**src/rtl/ahb_to_fpga_sram.sv**
```systemverilog
// AHB-Lite slave front end for the block-RAM SRAM: zero-wait reads and writes, one-entry write buffer with read merge.
// Optional alignment checking with a two-cycle ERROR response is compiled in by defining AHB_SRAM_ALIGN_CHECK_EN.
//
// error FSM (AHB_SRAM_ALIGN_CHECK_EN only)
//   state    | meaning
//   ERR_IDLE | normal operation, OKAY response
//   ERR1     | first ERROR cycle, HREADYOUT low, no transfer accepted
//   ERR2     | second ERROR cycle, HREADYOUT high
module ahb_to_fpga_sram #(
  parameter int AW = 16
) (
  input  logic          HCLK,
  input  logic          HRESET,
  input  logic          HSEL,
  input  logic [31:0]   HADDR,
  input  logic [1:0]    HTRANS,
  input  logic [2:0]    HSIZE,
  input  logic          HWRITE,
  input  logic [31:0]   HWDATA,
  input  logic          HREADY,
  output logic          HREADYOUT,
  output logic          HRESP,
  output logic [31:0]   HRDATA,
  input  logic [31:0]   SRAMRDATA,
  output logic [AW-1:0] SRAMADDR,
  output logic [31:0]   SRAMWDATA,
  output logic [3:0]    SRAMWEN,
  output logic          SRAMCS
);

  logic          ap_raw;
  logic          ap_ok;
  logic          rd_ap;
  logic          wr_ap;
  logic [AW-1:0] ap_addr;
  logic [3:0]    ap_mask;
  logic          match;
  logic          drain;

  logic          rd_dph;
  logic          merge_q;
  logic          wr_dph;
  logic [AW-1:0] wr_addr;
  logic [3:0]    wr_mask;
  logic          buf_pend;
  logic [AW-1:0] buf_addr;
  logic [3:0]    buf_mask;
  logic [31:0]   buf_data;

  logic unused_haddr;
  assign unused_haddr = ^HADDR[31:AW+2];

  assign ap_raw  = HSEL & HREADY & HTRANS[1] & ~HRESET;
  assign ap_addr = HADDR[AW+1:2];

  always_comb begin
    ap_mask = 4'b1111;
    case (HSIZE)
      3'd0:    ap_mask = 4'b0001 << HADDR[1:0];
      3'd1:    ap_mask = HADDR[1] ? 4'b1100 : 4'b0011;
      default: ap_mask = 4'b1111;
    endcase
  end

`ifdef AHB_SRAM_ALIGN_CHECK_EN
  typedef enum logic [1:0] {ERR_IDLE, ERR1, ERR2} err_state_t;
  err_state_t err_state, err_next;
  logic       misaligned;
  logic       err_start;

  always_comb begin
    misaligned = 1'b0;
    case (HSIZE)
      3'd0:    misaligned = 1'b0;
      3'd1:    misaligned = HADDR[0];
      3'd2:    misaligned = |HADDR[1:0];
      default: misaligned = 1'b1;
    endcase
  end

  assign ap_ok     = ap_raw & ~misaligned & (err_state != ERR1);
  assign err_start = ap_raw & misaligned & (err_state != ERR1);

  always_ff @(posedge HCLK) begin
    if (HRESET) err_state <= ERR_IDLE;
    else        err_state <= err_next;
  end

  always_comb begin
    err_next = err_state;
    case (err_state)
      ERR_IDLE: if (err_start) err_next = ERR1;
      ERR1:     err_next = ERR2;
      ERR2:     err_next = err_start ? ERR1 : ERR_IDLE;
      default:  err_next = ERR_IDLE;
    endcase
  end

  assign HREADYOUT = (err_state != ERR1);
  assign HRESP     = (err_state != ERR_IDLE);
`else
  assign ap_ok     = ap_raw;
  assign HREADYOUT = 1'b1;
  assign HRESP     = 1'b0;
`endif

  assign rd_ap = ap_ok & ~HWRITE;
  assign wr_ap = ap_ok & HWRITE;
  assign match = (buf_pend & (buf_addr == ap_addr)) | (wr_dph & (wr_addr == ap_addr));
  assign drain = buf_pend & ~rd_ap & ~wr_dph;

  always_ff @(posedge HCLK) begin
    if (HRESET) begin
      rd_dph   <= 1'b0;
      merge_q  <= 1'b0;
      wr_dph   <= 1'b0;
      wr_addr  <= '0;
      wr_mask  <= 4'b0000;
      buf_pend <= 1'b0;
      buf_addr <= '0;
      buf_mask <= 4'b0000;
      buf_data <= 32'h0;
    end else begin
      rd_dph  <= rd_ap;
      merge_q <= rd_ap & match;
      wr_dph  <= wr_ap;
      if (wr_ap) begin
        wr_addr <= ap_addr;
        wr_mask <= ap_mask;
      end
      // A write data phase colliding with a read address phase parks in the buffer.
      if (wr_dph & rd_ap) begin
        buf_addr <= wr_addr;
        buf_mask <= wr_mask;
        buf_data <= HWDATA;
        buf_pend <= 1'b1;
      end else if (drain) begin
        buf_pend <= 1'b0;
      end
    end
  end

  // Port priority: read address phase, then write-through, then buffer drain.
  always_comb begin
    SRAMCS    = 1'b0;
    SRAMADDR  = '0;
    SRAMWEN   = 4'b0000;
    SRAMWDATA = 32'h0;
    if (rd_ap) begin
      SRAMCS   = 1'b1;
      SRAMADDR = ap_addr;
    end else if (wr_dph) begin
      SRAMCS    = 1'b1;
      SRAMADDR  = wr_addr;
      SRAMWEN   = wr_mask;
      SRAMWDATA = HWDATA;
    end else if (drain) begin
      SRAMCS    = 1'b1;
      SRAMADDR  = buf_addr;
      SRAMWEN   = buf_mask;
      SRAMWDATA = buf_data;
    end
  end

  always_comb begin
    HRDATA = 32'h0;
    if (rd_dph) begin
      for (int i = 0; i < 4; i++) begin
        HRDATA[8*i +: 8] = (merge_q & buf_mask[i]) ? buf_data[8*i +: 8] : SRAMRDATA[8*i +: 8];
      end
    end
  end

endmodule

```
**config.mk**
```make
export PLATFORM = sky130hd
export DESIGN_NAME = ahb_to_fpga_sram
export DESIGN_NICKNAME = d
export VERILOG_FILES = /design/src/rtl/ahb_to_fpga_sram.sv
export SDC_FILE = /design/constraint.sdc
export NUM_CORES = 1
export LEC_CHECK = 0
export ABC_CLOCK_PERIOD_IN_PS = 3300
export CAP_MARGIN = 15
export CORE_MARGIN = 2
export CORE_UTILIZATION = 60
export CTS_BUF_LIST = sky130_fd_sc_hd__clkbuf_8
export DETAILED_ROUTE_END_ITERATION = 8
export DONT_BUFFER_PORTS = 1
export HOLD_SLACK_MARGIN = 0.06
export PLACE_DENSITY = 0.76
export REMOVE_ABC_BUFFERS = 1
export SYNTH_ARGS = -nofsm -noshare
export SYNTH_HDL_FRONTEND = slang
export SYNTH_SLANG_ARGS = --single-unit
```
**constraint.sdc**
```tcl
create_clock -name HCLK -period 3.3 [get_ports HCLK]
set_clock_uncertainty 0.15 [all_clocks]
set_input_delay 0.33 -clock HCLK [delete_from_list [all_inputs] [get_ports HCLK]]
set_output_delay 0.33 -clock HCLK [all_outputs]
set_load 0.1 [all_outputs]
```
# Yosys cells after proc, flatten, opt, wreduce, memory -nomap -nowiden

Index checks and enable logic that the tools add are counted.

Add/sub/neg operators: 0
$mul: 0
Div/mod/pow operators: 0
$lt $le $gt $ge: 0
Eq/ne operators: 3
Shift operators: 1
Mux-type cells: 21
Bitwise operators: 20
Reductions and logical operators: 2

Operators with widths:

| cell                  | number |
|---|---|
| $mux W32              | 4 |
| $mux W16              | 3 |
| $eq A16 B16 Y1        | 2 |
| $mux W8               | 4 |
| $mux W4               | 4 |
| $and A1 B1 Y1         | 15 |
| $pmux W4 S2           | 1 |
| $mux W1               | 5 |
| $not A1 Y1            | 4 |
| $shl A1 B2 Y4 const A | 1 |
| $eq A3 B1 Y1 const B  | 1 |
| $logic_not A3 Y1      | 1 |
| $reduce_bool A2 Y1    | 1 |
| $or A1 B1 Y1          | 1 |

Register bits after elaboration: 76
Latch bits: 0
Bits in writable memories: 0
Bits in read-only memories: 0
Input bits: 106
Output and inout bits: 87
Logic and storage cells: 56
Memories kept: 0

# Logic depth before layout (Yosys ltp)

Depth in word-level cells: 10
Mapped depth: 7
Depth with buffers taken out: 5

# Worst setup path after synthesis

No wires, ideal clock.

Kind: input-to-output
Start point: input port HREADY
End point: output port SRAMADDR[10]
Arrival time: 3.104 ns
Required time: 2.820 ns
Path slack: -0.284 ns
Cell stages on the path: 5
Path buffers: 2
Cell sequence: and4b_1 nor2b_1 buf_4 buf_2 o21ai_0

Cells in the longest elaborated chain, start to end: 10

RTL lines:

| item                            | RTL line | RTL |
|---|---|---|
| from (decl)                     | 20       | `input logic HREADY,` |
| $and A1 B1 Y1 (*) (3 in series) | 53       | `assign ap_raw = HSEL & HREADY & HTRANS[1] & ~HRESET;` |
| $and A1 B1 Y1 (*)               | 107      | `assign rd_ap = ap_ok & ~HWRITE;` |
| $not A1 Y1                      | 110      | `assign drain = buf_pend & ~rd_ap & ~wr_dph;` |
| $and A1 B1 Y1 (2 in series)     | 110      |  |
| $mux W16                        | 157      | `end else if (drain) begin` |
| $mux W16                        | 152      | `end else if (wr_dph) begin` |
| $mux W16 (*)                    | 149      | `if (rd_ap) begin` |
| to (decl)                       | 25       | `output logic [AW-1:0] SRAMADDR,` |

Every way passes the cells marked *; elsewhere a longest branch is shown, timed or not.

# Final worst setup path

Start point: register wr_dph
End point: output port SRAMADDR[9]

Cells in the longest elaborated chain, start to end: 5

RTL lines:

| item                   | RTL line | RTL |
|---|---|---|
| from (decl)            | 42       | `logic wr_dph;` |
| from (signal assigned) | 126      | `wr_dph <= wr_ap;` |
| $not A1 Y1             | 110      |  |
| $and A1 B1 Y1          | 110      |  |
| $mux W16               | 157      |  |
| $mux W16 (*)           | 152      |  |
| $mux W16 (*)           | 149      |  |

Marked as above.

==> flow_summary.ini <==
[run_status]
status = completed

[logic_synthesis]
synth_fa_ha_area_frac = 0
yosys.area.top_type = dfxtp_1
netlist.area_leader.share = 0.3303
synth_most_common_cell = nand2_1
synth_warnings = 0
synth-compound-area-share = 0.2127
synthArstFlopShare = 0
synth_top_flop_cell = dfxtp_1
synth_cell_types = 29
syn_inst = 735
synthTopCellsByArea = dfxtp_1 (33%), nand2_1 (20%), a21oi_1 (13%)
synth_edf_count = 0
synthSimpleGateAreaFrac = 0.3341
ys_seq_area_frac = 0.3303
synth.avg_cell_area_sq_um = 6.268
ys_ff_latch = 76
synthMuxAreaShare = 0
synth_top_family_by_area = simple AND/OR/NAND/NOR gates
synthTopCellsByCount = nand2_1 (242), a21oi_1 (121), nor2_1 (92)
syn_area_sq_um = 4607
synth_xor_xnor_area_share = 0.06084

[finish]
post-route-util = 0.8447
regArea_sq_um = 1526
syn_to_final_growth_pct = 34.41
fillerInstances = 495
drive_gt1_frac = 0.2368
diodes = 0
multi_input_area_sq_um = 3088
fin_nets = 938

[worst_setup_path]
worstRegToRegCells = 5
path_class = reg -> out
timing.critical_path.to_type = primary output
reg2reg_to = buf_data[15]$_SDFFE_PP0P_
crit_arrival_ns = 2.23
cp-startpoint = wr_dph$_SDFF_PP0_
critPathLaunchType = flip-flop
reg2reg_slack_ns = 1.00
endpoint = SRAMADDR[9]
timing.rr.start = wr_dph$_SDFF_PP0_
crit_fanout = 55
worstPathRequired_ns = 2.82

[route]
dr.pass1.iters = 5
vias_per_cell = 5.736
post-route-drc-count = 0
initialDrtViolationCount = 375
ant_nets = 0
postRouteWirelength_microns = 14970
num_vias = 5363
wl_per_cell_microns = 16.01

[die]
pin_count = 193
core-area_sq_um = 7331
fp.dieW_microns = 91.63
start_util = 0.6284
row_count = 31
die_area_sq_um = 8395
die_height_microns = 91.63

[timing]
max-slew-margin-rel = 0.2826
maxSlewViolCount = 0
min_period_ns = 2.714
min_period_over_period = 0.8225
setup_slack_ns = 0.5856
fmax_mhz = 368.4
worstMarginPinSlew_ns = 1.072
hold_viol = 0
rsz0062_at_grt = false
setup_violations = 0

[power_and_ir_drop]
power.density_nw_per_um2 = 300.1
ir_drop_uv = 217.4
p_leak_nw = 2.502

[clocking]
clk_path_buf_depth = 2
cts.sinks = 76
cts-buffers-inserted = 9
post_cts_buffers = 0
clk_root_buffer_cell = clkbuf_8
h-tree-depth = 3
cts_tree = yes
clk_latency_ns = 0.35
clk_pin_slew_ns = 0.07

[place]
port_buffers = 0
place.gp.congestion = 0.8341
pre_cts_ws_ns = 1.016
place_hpwl_microns = 8955

[global_route]
overflow = 0
antenna_found_initial = 0
grt_usage = 0.3556
grt_pass1_wl_microns = 24430
grt_max_degree = 74
grt_pass1_vias = 5181

[hold_path]
holdCritPathClass = in -> reg

[run]
maxCapViolations = 0
-- final cells by class --
class                      instances  area share
clock inverter                     5    0.007476
sequential                        76      0.2465
timing repair buffer             147      0.2045
multi-input combinational        597      0.4987
tap                               99     0.02000
inverter                           1   0.0006062
clock buffer                      10     0.02223
-- state kept, by name, indices dropped and copies added (netlist names) --
| name | flops |
|---|---|
| buf_mask | 4 |
| wr_dph | 1 |
| buf_data | 32 |
| wr_addr | 16 |
| buf_addr | 16 |
| buf_pend | 1 |
| merge_q | 1 |
| rd_dph | 1 |
| wr_mask | 4 |
-- layout by cell type (no fill, tap or decap), drive strengths merged, types with 4 or more instances in the layout --
master,n
nor2,92
nand2,243
inv,4
clkbuf,10
a211oi,4
nor4,7
dlygate4sd3,52
dfxtp,76
a21boi,32
a21oi,121
nand3,33
buf,95
xor2,31
o21ai,18
-- power by group --
| part | internal (W) | switching (W) |
|---|---|---|
| combinational | 0.0000873 | 0.000157 |
| clock | 0.000357 | 0.000329 |
| sequential | 0.000920 | 0.00000849 |
-- layer usage --
layer	vias up	global-route usage	wire length (microns)
li1	2596	-	-
met1	2437	0.4251	5716
met2	288	0.6311	7659
met3	42	0.06491	1235
met4	0	0.1351	358
met5	-	0	0
-- worst max-delay path, stage by stage (launching register included) --
cell and delay [ns]:
dfxtp_4 0.69, buf_4 0.47, nor2_1 0.14, a21oi_1 0.25, o21ai_2 0.08, buf_4 0.25
-- cells by family after synthesis --
| logic type | count (synthesis) |
|---|---|
| other cells | 2 |
| buf+inv | 62 |
| compound gates | 177 |
| simple gates | 386 |
| flops | 76 |
| xor+xnor | 32 |
-- worst min-delay path by stage --
stage,start,endpoint,cells past startpoint
finish,HADDR[0],wr_mask[3]$_SDFFE_PP0P_,2
CTS,HADDR[0],wr_mask[3]$_SDFFE_PP0P_,2
floorplan,HRESET,buf_addr[0]$_SDFFE_PP0P_,1
detailed placement,HRESET,buf_data[8]$_SDFFE_PP0P_,1
global placement,HRESET,buf_data[8]$_SDFFE_PP0P_,1
global route,HADDR[0],wr_mask[0]$_SDFFE_PP0P_,3
-- per-stage QoR --
| stage | setup TNS [ns] | instance area [sq um] | power (W) | std cells | hold WS, ns |
|---|---|---|---|---|---|
| floorplan | -111.60 | 4332 | 0.001079 | 674 | 0.2491 |
| global placement | 0 | 5460 | 0.001117 | 867 | 0.2561 |
| detailed placement | 0 | 5460 | 0.001119 | 867 | 0.2575 |
| CTS | 0 | 6192 | 0.001858 | 935 | 0.07177 |
| global route | 0 | 6192 | 0.001926 | 935 | 0.08150 |
| finish | 0 | 6192 | 0.001859 | 935 | 0.07526 |
-- repair_timing --
action,in CTS,in global routing
gates resized for setup,0,0
hold buffers,53,0
endpoints found under the hold margin,73,0
endpoints found under the setup margin,0,0
Note: power is estimated with default switching activity, not from simulation.
